### src/rtl/dafx_gain_ramp_pkg.sv
// Shared types and constants for the dafx gain ramp scheduler.
package dafx_gain_ramp_pkg;

  typedef enum logic [0:0] {
    IDLE_E   = 1'b0,
    UPDATE_E = 1'b1
  } ramp_state_t;

  localparam int OUTPUT_GAIN_CH_C    = 0;
  localparam int CHANNEL_GAIN_0_CH_C = 1;
  localparam int CHANNEL_GAIN_1_CH_C = 2;
  localparam int CHANNEL_GAIN_2_CH_C = 3;

  // Unity gain in Q format with q_bits fractional bits.
  function automatic logic [31:0] UNITY_GAIN_C(input int unsigned q_bits);
    return 32'd1 << q_bits;
  endfunction

endpackage

### src/rtl/dafx_gain_step_unit.sv
// Combinational one-channel ramp step: moves current toward target by at most step.
module dafx_gain_step_unit #(
  parameter int GAIN_WIDTH_P = 24,
  parameter int STEP_WIDTH_P = 16
) (
  input  logic [GAIN_WIDTH_P-1:0] current,
  input  logic [GAIN_WIDTH_P-1:0] target,
  input  logic [STEP_WIDTH_P-1:0] step,
  output logic [GAIN_WIDTH_P-1:0] next
);

  localparam int DW = GAIN_WIDTH_P + 1;

  logic signed [DW-1:0]       diff;
  logic        [DW-1:0]       mag;
  logic        [DW-1:0]       step_d;
  logic        [GAIN_WIDTH_P-1:0] step_g;

  assign diff   = $signed({1'b0, target}) - $signed({1'b0, current});
  assign mag    = diff[DW-1] ? DW'(-diff) : DW'(diff);
  assign step_d = DW'(step);
  assign step_g = GAIN_WIDTH_P'(step);

  // Snap when within one step, so the result never passes the target.
  always_comb begin
    if (step == '0 || mag <= step_d) next = target;
    else if (!diff[DW-1])            next = current + step_g;
    else                             next = current - step_g;
  end

endmodule

### src/rtl/dafx_gain_ramp_scheduler.sv
// Time-multiplexed gain ramp scheduler between the register slave and mixer.
// Optional overrun counter: define DAFX_GAIN_RAMP_OVERRUN_CNT_EN.
module dafx_gain_ramp_scheduler
  import dafx_gain_ramp_pkg::*;
#(
  parameter int N_CHANNELS_P = 4,
  parameter int GAIN_WIDTH_P = 24,
  parameter int Q_BITS_P     = 12,
  parameter int STEP_WIDTH_P = 16
) (
  input  logic                                 clk,
  input  logic                                 rst,
  input  logic                                 sample_tick,
  input  logic                                 cr_ramp_enable,
  input  logic [STEP_WIDTH_P-1:0]              cr_ramp_step,
  input  logic [N_CHANNELS_P*GAIN_WIDTH_P-1:0] cr_target_gain,
  input  logic                                 cmd_clear_overrun,
  output logic [N_CHANNELS_P*GAIN_WIDTH_P-1:0] gain_out,
  output logic [N_CHANNELS_P-1:0]              ramp_busy,
  output logic                                 ramp_done,
  output logic                                 sr_overrun,
  output logic [15:0]                          sr_overrun_count
);

  localparam int IDX_W = (N_CHANNELS_P > 1) ? $clog2(N_CHANNELS_P) : 1;
  localparam logic [GAIN_WIDTH_P-1:0] UNITY_C = GAIN_WIDTH_P'(UNITY_GAIN_C(Q_BITS_P));
  localparam logic [IDX_W-1:0]        LAST_C  = IDX_W'(N_CHANNELS_P - 1);

  ramp_state_t                                 state;
  logic [IDX_W-1:0]                            chan_idx;
  logic [N_CHANNELS_P-1:0][GAIN_WIDTH_P-1:0]   gain_q, tgt, gain_nxt;
  logic [N_CHANNELS_P-1:0]                     busy_nxt;
  logic [GAIN_WIDTH_P-1:0]                     step_next;
  logic                                        tick_drop;

  assign tgt       = cr_target_gain;
  assign gain_out  = gain_q;
  assign tick_drop = sample_tick && (state == UPDATE_E);

  dafx_gain_step_unit #(
    .GAIN_WIDTH_P (GAIN_WIDTH_P),
    .STEP_WIDTH_P (STEP_WIDTH_P)
  ) u_step (
    .current (gain_q[chan_idx]),
    .target  (tgt[chan_idx]),
    .step    (cr_ramp_step),
    .next    (step_next)
  );

  // An in-flight pass always completes; bypass only takes over from idle.
  always_comb begin
    gain_nxt = gain_q;
    if (state == UPDATE_E)    gain_nxt[chan_idx] = step_next;
    else if (!cr_ramp_enable) gain_nxt = tgt;
    for (int c = 0; c < N_CHANNELS_P; c++) busy_nxt[c] = (gain_nxt[c] != tgt[c]);
  end

  always_ff @(posedge clk or posedge rst) begin
    if (rst) begin
      state     <= IDLE_E;
      chan_idx  <= '0;
      gain_q    <= {N_CHANNELS_P{UNITY_C}};
      ramp_busy <= '0;
      ramp_done <= 1'b0;
    end else begin
      gain_q    <= gain_nxt;
      ramp_busy <= busy_nxt;
      ramp_done <= (|ramp_busy) && !(|busy_nxt);
      case (state)
        IDLE_E: begin
          if (sample_tick && cr_ramp_enable) begin
            state    <= UPDATE_E;
            chan_idx <= '0;
          end
        end
        UPDATE_E: begin
          if (chan_idx == LAST_C) begin
            state    <= IDLE_E;
            chan_idx <= '0;
          end else begin
            chan_idx <= chan_idx + 1'b1;
          end
        end
        default: begin
          state    <= IDLE_E;
          chan_idx <= '0;
        end
      endcase
    end
  end

  // A dropped tick beats a simultaneous clear.
  always_ff @(posedge clk or posedge rst) begin
    if (rst)                    sr_overrun <= 1'b0;
    else if (tick_drop)         sr_overrun <= 1'b1;
    else if (cmd_clear_overrun) sr_overrun <= 1'b0;
  end

`ifdef DAFX_GAIN_RAMP_OVERRUN_CNT_EN
  logic [15:0] ovr_cnt;
  always_ff @(posedge clk or posedge rst) begin
    if (rst)                    ovr_cnt <= '0;
    else if (tick_drop)         ovr_cnt <= (ovr_cnt == 16'hFFFF) ? ovr_cnt : ovr_cnt + 16'd1;
    else if (cmd_clear_overrun) ovr_cnt <= '0;
  end
  assign sr_overrun_count = ovr_cnt;
`else
  assign sr_overrun_count = 16'd0;
`endif

endmodule

### config.mk
export PLATFORM = sky130hd
export DESIGN_NAME = dafx_gain_ramp_scheduler
export DESIGN_NICKNAME = d
export VERILOG_FILES = /design/src/rtl/dafx_gain_ramp_pkg.sv /design/src/rtl/dafx_gain_step_unit.sv /design/src/rtl/dafx_gain_ramp_scheduler.sv
export SDC_FILE = /design/constraint.sdc
export NUM_CORES = 1
export LEC_CHECK = 0
export ABC_AREA = 1
export CORE_ASPECT_RATIO = 1.1
export CORE_MARGIN = 2
export CORE_UTILIZATION = 40
export CTS_CLUSTER_DIAMETER = 50
export CTS_CLUSTER_SIZE = 28
export DETAILED_ROUTE_END_ITERATION = 10
export PLACE_DENSITY_LB_ADDON = 0.25
export SETUP_SLACK_MARGIN = 0.5
export SYNTH_ARGS = -nofsm -noshare
export SYNTH_HDL_FRONTEND = slang
export SYNTH_SLANG_ARGS = --single-unit
### constraint.sdc
create_clock -name clk -period 8.25 [get_ports clk]
set_input_delay 0.825 -clock clk [delete_from_list [all_inputs] [get_ports clk]]
set_output_delay 0.825 -clock clk [all_outputs]
set_load 0.05 [all_outputs]
### Yosys cells after proc, flatten, opt, wreduce, memory -nomap -nowiden

Cells that the tools add are included.
Widths: inputs -> output; s select.

* $add $sub $neg: 5
* $mul: 0
* div/mod/pow operators: 0
* magnitude comparators: 3
* eq/ne operators: 6
* shift-type cells: 0
* multiplexer cells: 20
* bitwise gates (word level): 1
* reductions and logical operators: 10

Operators by type and width (count)
* $mux 96: 2
* $mux 24: 5
* $bmux 24 s2: 2
* $bwmux 96: 1
* $ne 24x24->1: 4
* $demux 24 s2: 1
* $le 25x16->1: 1
* $mux 25: 1
* $neg 25->25: 1
* $sub 24x24->25: 1
* $add 24x16->24: 1
* $sub 24x16->24: 1
* $logic_not 16->1: 1
* $reduce_or 4->1: 2
* $logic_and 1x1->1: 4
* $mux 1: 4
* $mux 2: 2
* $pmux 2 s2: 1
* $lt 2x3->1 const B: 1
* $add 2x1->2 const B: 1
* $eq 2x2->1 const B: 1
* $ge 2x1->1 const B: 1
* $ne 2x2->1 const B: 1
* $pmux 1 s2: 1
* other kinds (4): 4

* register bits after elaboration: 105
* latch bits: 0
* bits in writable memories: 0
* memory bits (read-only): 0
* output and inout bits: 118
* word-level logic and storage cells: 54
* memories kept: 0

### Depth between registers and ports, before layout

Gate-level depths: netlist (run 1).

* word-level depth: 14
* depth in mapped cells: 56

### By module

From an unflattened synthesis (run 1), not the netlist that was laid out.

* cells, all modules: 2635
* area, all modules: 14759.2 sq um

By module, submodules not included
* dafx_gain_ramp_scheduler: instances 1, cells each 1698, area an instance 9774.4 sq um
* dafx_gain_step_unit: instances 1, cells each 937, area an instance 4984.8 sq um

### Worst setup path after synthesis (run 1)

OpenSTA, ideal clock, no wires.

* path kind: reg2reg
* from: register chan_idx[0]
* to: register ramp_done
* arrival time: 6581 ps
* required time: 8181 ps
* path slack: 1601 ps
* stages on the path, launching flop included: 42
* cells stage by stage: dfrtp_1 clkbuf_1 clkbuf_1 clkbuf_1 buf_1 nor2_1 inv_1 a32oi_1 ha_1 fa_1 inv_1 nand2_2 nand2_2 nand3_2 nand2_2 nand4_1 nand3_1 clkbuf_1 (+6 left out) o21ai_0 a21boi_0 o21ai_0 a21boi_0 o21ai_0 xnor2_1 nand3_2 nand2_2 o21ai_1 nand2_1 nand2_1 nand2_1 nand3b_1 nor2_1 nand2_1 nor2_1 nand2_1 nor2_2

* word-level cells in the longest chain between the ends: 14
* elaborated cells between the ends (all ways): 27

RTL lines
* start, declared: line dafx_gain_ramp_scheduler.sv:30 `logic [IDX_W-1:0] chan_idx;`
* start signal, assigned: line dafx_gain_ramp_scheduler.sv:81 `chan_idx <= chan_idx + 1'b1;`
* $bmux 24 s2 (on tied branches): line dafx_gain_ramp_scheduler.sv:45, dafx_gain_ramp_scheduler.sv:44
* $mux 24 (on tied branches): line dafx_gain_ramp_scheduler.sv:45, dafx_gain_ramp_scheduler.sv:44
* $sub 24x24->25: line dafx_gain_step_unit.sv:19 `assign diff = $signed({1'b0, target}) - $signed({1'b0, current});`
* $neg 25->25: line dafx_gain_step_unit.sv:20 `assign mag = diff[DW-1] ? DW'(-diff) : DW'(diff);`
* $mux 25: line dafx_gain_step_unit.sv:20
* $le 25x16->1: line dafx_gain_step_unit.sv:26 `if (step == '0 || mag <= step_d) next = target;`
* $logic_or 1x1->1: line dafx_gain_step_unit.sv:26
* $mux 24: line dafx_gain_step_unit.sv:26
* $bwmux 96 (*): line dafx_gain_ramp_scheduler.sv:53 `if (state == UPDATE_E) gain_nxt[chan_idx] = step_next;`
* $mux 96 (*): line dafx_gain_ramp_scheduler.sv:53
* $ne 24x24->1: line dafx_gain_ramp_scheduler.sv:55 `for (int c = 0; c < N_CHANNELS_P; c++) busy_nxt[c] = (gain_nxt[c] != tgt[c]);`
* $reduce_or 4->1 (*): line dafx_gain_ramp_scheduler.sv:68 `ramp_done <= (|ramp_busy) && !(|busy_nxt);`
* $logic_not 1->1 (*): line dafx_gain_ramp_scheduler.sv:68
* $logic_and 1x1->1 (*): line dafx_gain_ramp_scheduler.sv:68
* end signal, assigned: line dafx_gain_ramp_scheduler.sv:68
* end, declared: line dafx_gain_ramp_scheduler.sv:20 `output logic ramp_done,`

Mark *: on every way between the ends. The rest lies on a longest branch, timed or not. The select of a mux whose other input is x is not followed.
A chain may end at the register's enable or synchronous reset.

### Worst setup path in the final report (run 1)

* from: input port cr_target_gain[48]
* to: register ramp_done

* word-level cells in the longest chain between the ends: 14
* elaborated cells between the ends (all ways): 19

RTL lines
* start, declared: line dafx_gain_ramp_scheduler.sv:16 `input logic [N_CHANNELS_P*GAIN_WIDTH_P-1:0] cr_target_gain,`
* $bmux 24 s2 (*): line dafx_gain_ramp_scheduler.sv:45 `.target (tgt[chan_idx]),`
* $mux 24 (implied by the code) (*): line dafx_gain_ramp_scheduler.sv:45
* $sub 24x24->25: line dafx_gain_step_unit.sv:19
* $neg 25->25: line dafx_gain_step_unit.sv:20
* $mux 25: line dafx_gain_step_unit.sv:20
* $le 25x16->1: line dafx_gain_step_unit.sv:26
* $logic_or 1x1->1: line dafx_gain_step_unit.sv:26
* $mux 24 (*): line dafx_gain_step_unit.sv:26
* $bwmux 96 (*): line dafx_gain_ramp_scheduler.sv:53
* $mux 96 (*): line dafx_gain_ramp_scheduler.sv:53
* $ne 24x24->1 (*): line dafx_gain_ramp_scheduler.sv:55
* via busy_nxt[3]: line dafx_gain_ramp_scheduler.sv:32 `logic [N_CHANNELS_P-1:0] busy_nxt;`
* $reduce_or 4->1 (*): line dafx_gain_ramp_scheduler.sv:68
* $logic_not 1->1 (*): line dafx_gain_ramp_scheduler.sv:68
* $logic_and 1x1->1 (*): line dafx_gain_ramp_scheduler.sv:68

The timed path passes the listed nets; every way through them passes the cells marked *. The select of a mux whose other input is x is not followed.

==> results of run 1 <==
==> logic make-up (layout without fill, tap and decap cells) <==
kind of cell / count (synthesis) / in the layout / synth area share [%]
other: 1 / 16 / 0.0259
buffers and inverters: 572 / 724 / 15.5
flip-flops: 105 / 105 / 18.2
AO/OA/AOI/OAI: 449 / 449 / 17.3
XOR/XNOR: 53 / 53 / 3.20
AND/OR/NAND/NOR: 1323 / 1323 / 39.6
adder cells (fa/ha/maj): 71 / 71 / 6.23
==> critical path, delay by kind of cell <==
kind | cells | cell delay [ps]
AOI/OAI and AO/OA | 5 | 790
xor gates and xnor gates | 2 | 370
adders and majority gates | 3 | 1120
buffers and inverters | 5 | 1140
and+or+nand+nor | 25 | 3440
==> stage by stage <==
step	util, %	area (sq um)
2_1_floorplan	-	14600
3_3_place_gp	47.6	17100
3_5_place_dp	47.6	17100
4_1_cts	48.4	17400
5_1_grt	48.7	17500
6_report	48.7	17500
==> final cells by class <==
type	count	area, sq um	area share, %
inverter	460	1730	9.93
multi-input combinational	1912	9710	55.6
clock inverter	3	40.0	0.229
sequential	105	2640	15.1
timing repair buffer	248	2480	14.2
clock buffer	13	250	1.43
tap	487	609	3.49
==> flip-flops by register name, indices dropped and copies added, names as in the netlist <==
name and flops:
state 1, chan_idx 2, sr_overrun 1, ramp_busy 4, gain_out 96, ramp_done 1
==> worst paths after layout <==
kind                                         startpoint                      to  slack [ps]  cells past startpoint
worst max-delay path                 cr_target_gain[48]     ramp_done$_DFF_PP0_         870                     40
worst min-delay path             sr_overrun$_DFFE_PP0P_  sr_overrun$_DFFE_PP0P_         540                      2
worst max register to register  chan_idx[0]$_DFFE_PP0P_     ramp_done$_DFF_PP0_         870                     40
worst min register to register   sr_overrun$_DFFE_PP0P_  sr_overrun$_DFFE_PP0P_         540                      2
max in group asynchronous                           rst         state$_DFF_PP0_        5960                      3
min in group asynchronous                           rst  gain_out[50]$_DFF_PP0_        1010                      2
==> placed cells by master (no fill, tap or decap), drive strengths merged, types with 16 or more instances in the layout <==
cell type	instances
a21oi	238
a32oi	46
buf	31
clkdlybuf4s50	217
conb	16
dfrtp	101
ha	69
inv	459
nand2	861
nand3	232
nand3b	30
nand4	20
nor2	164
o21ai	116
o22ai	26
xor2	38
==> timing repair <==
action / in CTS / in global routing
hold endpoints to repair: 0 / 0
resized for setup: 0 / 16
endpoints found under the setup margin: 0 / 5
setup buffers: 0 / 2
==> routing by layer <==
metal  vias to the layer above  share of wire, %  GRT usage [%]
met5                         -                 0              0
met4                         0               3.4           11.6
met3                       103                11           6.34
met2                       963                44           49.2
met1                      8055                42           44.5
li1                       8519                 -              -
==> metrics.txt, run 1 <==
Reg clk slew, reported paths 80 ps; most common cell type on the critical path nand2_1; Ys Warns 0; largest cells by area after synthesis nand2_1 (21%), dfrtp_1 (17%), inv_1 (12%); via/cell ratio between 5 and 6; grt total ovfl 0; Max Slew Vio Count 0; P&R area growth vs syn 20.5%; ANT cells 0; Critical Path Sink Type register; worst slew pin tran ~1000 ps; count of buffers from port buffering roughly 220; Yosys top cell area share 21.3%; worst skew pair latency 380 ps; NumNets Final 2,924; Critical Path Max Stage Delay 520 ps; post-route ant nets 0; Post-Layout Cell Count 3,228; Setup CP Type input pin to register; post-detailed-routing wire length 61,700 um; Max Cap Viol 0; HP Class register to register; Tcrit/Tclk final roughly nine tenths; DRC 0; core area 35,900 sq um; Synth area leader nand2_1; Initial Util between 40% and 50%; row count 73; setup_tns 0 ps; crit path time final 7380 ps; H-tree depth 3; Final WS setup 869 ps; CP required 8570 ps; predominant post-synthesis flop cell dfrtp_1; asr flop ratio synth 100%; wire per inst between 15 and 20 um; pin count of the biggest net entering global routing slightly above 100; number of buffers created by CTS 9; Die ar. 37,800 sq um; vias in the first global route 16,107; Die Y 204 um; Placed Cells 3,210; Initial DRC Count 2,003; GP Congestion between 1 and 1.5; first-pass GRT wire length 91,900 um; flops & latches, synth 105; most frequent cells after synthesis nand2_1 (824), inv_1 (446), a21oi_1 (238), nand3_1 (212), nor2_1 (154); I/O pins 235; sequential share of the synthesized area 18.2%; Avg Cell Area, Syn 5.63 sq um; clock buffer depth 2; Syn Inst Count 2,574; post-place setup slack roughly 470 ps; CTS tree yes; clk sink count 105; Netlist cell types 45; arrival time worst endpoint 7700 ps; endpoints failing hold 0; Post-synth EDFFs 0; nature of the critical path startpoint input pin; Max Clk Rate 0.135 GHz; final setup violation count 0; DRT Pass-1 Iters 5; routed via count roughly 18,000; Die Width between 150 and 200 um; Worst slew margin between 30% and 40%; gr usage total between 30% and 40%; RSZ-0062 raised after global routing false; Layout fillers 3,834; post-DP HPWL approximately 48,000 um; Mapped Area 14,500 sq um; status finished clean; initial antenna violation count 0; hold buffers post-CTS 0; Min Hold Slack 545 ps; Final Skew 12.3 ps; CTS root buf clkbuf_16; CP max stage cell nor4_1; cell with the most instances after synthesis nand2_1; crit-path max FO 24; share of post-route cells with drive strength above 1 5.07%
Power of run 1 is not shown: default switching activity piles up to over one toggle a cycle in this logic, so the estimate is an artifact.
==> run 2, diff against run 1 <==
--- a/config.mk
+++ b/config.mk
@@ -12,7 +12,6 @@
 export CTS_CLUSTER_DIAMETER = 50
 export CTS_CLUSTER_SIZE = 28
 export DETAILED_ROUTE_END_ITERATION = 10
-export PLACE_DENSITY_LB_ADDON = 0.25
 export SETUP_SLACK_MARGIN = 0.5
 export SYNTH_ARGS = -nofsm -noshare
 export SYNTH_HDL_FRONTEND = slang
==> run 2 against run 1 <==
Net effect: global-route usage grew 0.81 points; routed wire length grew 0.99%; maximum frequency grew 1.1%; core utilization is essentially flat; non-clock buffer count shrank 3; critical endpoint unchanged; largest cell class unchanged.
==> metrics.txt, run 2 (synthesis results as in run 1) <==
status finished clean (unchanged); commonest non-fill, non-tap cells in the layout nand2_1 (824), inv_1 (445), a21oi_1 (238) (unchanged); CTS tree yes (unchanged); DRT Pass-1 Iters 6 (was 5); RSZ-0062 raised after global routing false (unchanged); routed via count 17,441 (was 17,640); via/cell ratio 5.41 (was 5.46); flip-flop count of the largest register after layout 96 (unchanged); commonest non-fill, non-tap cell in the layout nand2_1 (unchanged); count of buffers from port buffering 218 (unchanged); min-delay src sr_overrun$_DFFE_PP0P_ (unchanged); DRC 0 (unchanged); Max Cap Viol 0 (unchanged); Critical Path Sink Type register (unchanged); NumNets Final 2,921 (was 2,924); Worst slew margin 47.0% (was 31.4%); Die Y 204 um (unchanged); P&R area growth vs syn 20.5% (about the same); I/O pins 235 (unchanged); nature of the critical path startpoint input pin (unchanged); core area 35,900 sq um (unchanged); Core Util, Final 48.7% (about the same); Reg2Reg Capture Point ramp_done$_DFF_PP0_ (unchanged); WHS Path Cells 2 (unchanged); row count 73 (unchanged); Min Hold Slack 533 ps (was 545 ps); post-route ant nets 0 (unchanged); grt total ovfl 0 (unchanged); first-pass GRT wire length 93,700 um (was 91,900 um); clock buffer depth 2 (unchanged); Max Clk Rate 0.137 GHz (was 0.135 GHz); most common cell type on the critical path nand2_1 (unchanged); vias in the first global route 16,226 (was 16,107); Critical Path Max Stage Delay 470 ps (was 520 ps); clk sink count 105 (unchanged); Tcrit/Tclk final 88.5% (was 89.5%); worst slew pin tran 795 ps (was 1030 ps); Reg clk slew, reported paths 80 ps (about the same); postcts setup bufs 0 (unchanged); pin count of the biggest net entering global routing 136 (was 101); Initial DRC Count 1,641 (was 2,003); post-place setup slack 425 ps (was 474 ps); arrival time worst endpoint 7610 ps (was 7700 ps); worst skew pair latency 370 ps (was 380 ps); WHS Endpoint sr_overrun$_DFFE_PP0P_ (unchanged); crit path time final 7300 ps (was 7380 ps); Max Slew Vio Count 0 (unchanged); HP Class register to register (unchanged); number of buffers created by CTS 9 (unchanged); initial antenna violation count 0 (unchanged); endpoints failing hold 0 (unchanged); post-DP HPWL 49,000 um (was 47,800 um); CP required 8560 ps (was 8570 ps); met2 routed WL 27,400 um (was 26,900 um); Die Width 186 um (unchanged); GP Congestion 0.957 (was 1.03); post_cts resized 0 (unchanged); gr usage total 32.9% (was 32.1%); setup_tns 0 ps (unchanged); post-detailed-routing wire length 62,300 um (was 61,700 um); wire per inst 19.3 um (was 19.1 um); r2r setup slk 1030 ps (was 870 ps); Initial Util 40.4% (unchanged); Top Metal Used met4 (unchanged); CP max stage cell clkdlybuf4s50_1 (was nor4_1); final setup violation count 0 (unchanged); Crit Reg-Reg Startpoint chan_idx[0]$_DFFE_PP0P_ (unchanged); Final Skew 8.84 ps (was 12.3 ps); Setup CP Type input pin to register (unchanged); met3 routed wirelength 5450 um (was 6650 um); crit-path max FO 23 (was 24); share of post-route cells with drive strength above 1 5.15% (was 5.07%); met1 WL 27,600 um (was 26,100 um); hold buffers post-CTS 0 (unchanged); cells on worst reg2reg path 35 (was 40); ANT cells 0 (unchanged); CTS root buf clkbuf_16 (unchanged); H-tree depth 3 (unchanged); Die ar. 37,800 sq um (unchanged); Layout fillers 3,813 (was 3,834); Final WS setup 947 ps (was 869 ps)
[run 2: worst max-delay path by stage]
stage	start	to	slack, ps	cells after the start
3_5_place_dp	cr_target_gain[48]	ramp_done$_DFF_PP0_	430	39
3_3_place_gp	cr_target_gain[48]	ramp_done$_DFF_PP0_	460	39
5_1_grt	cr_target_gain[48]	ramp_done$_DFF_PP0_	530	51
4_1_cts	chan_idx[1]$_DFFE_PP0P_	ramp_done$_DFF_PP0_	580	37
6_report	cr_target_gain[48]	ramp_done$_DFF_PP0_	950	39
2_1_floorplan	chan_idx[0]$_DFFE_PP0P_	ramp_done$_DFF_PP0_	1600	41
[run 2: stage by stage]
step           std cells  instance area (sq um)
6_report            3225                  17500
5_1_grt             3225                  17500
4_1_cts             3225                  17400
3_5_place_dp        3209                  17100
3_3_place_gp        3209                  17100
2_1_floorplan       2589                  14600
[run 2: cell type report]
| class | instances | area [sq um] | share of cell area (%) |
|---|---|---|---|
| multi-input combinational | 1912 | 9750 | 55.8 |
| clock inverter | 3 | 40.0 | 0.229 |
| sequential | 105 | 2640 | 15.1 |
| clock buffer | 13 | 250 | 1.43 |
| inverter | 460 | 1740 | 9.94 |
| timing repair buffer | 245 | 2450 | 14.0 |
| tap | 487 | 609 | 3.49 |
[run 2: critical path, delay by kind of cell]
family	cells	cell delay, ps
and+or+nand+nor	23	3160
AOI/OAI and AO/OA	6	1130
adders and majority gates	3	1060
buffers and inverters	5	930
xor gates and xnor gates	2	480
[run 2: routing by layer]
layer  up-vias  GRT usage [%]
met3        86           4.82
met2       806           51.5
met1      8048           46.5
li1       8501              -
met4         0           9.92
met5         -              0
Power of run 2 is left out for the same reason.
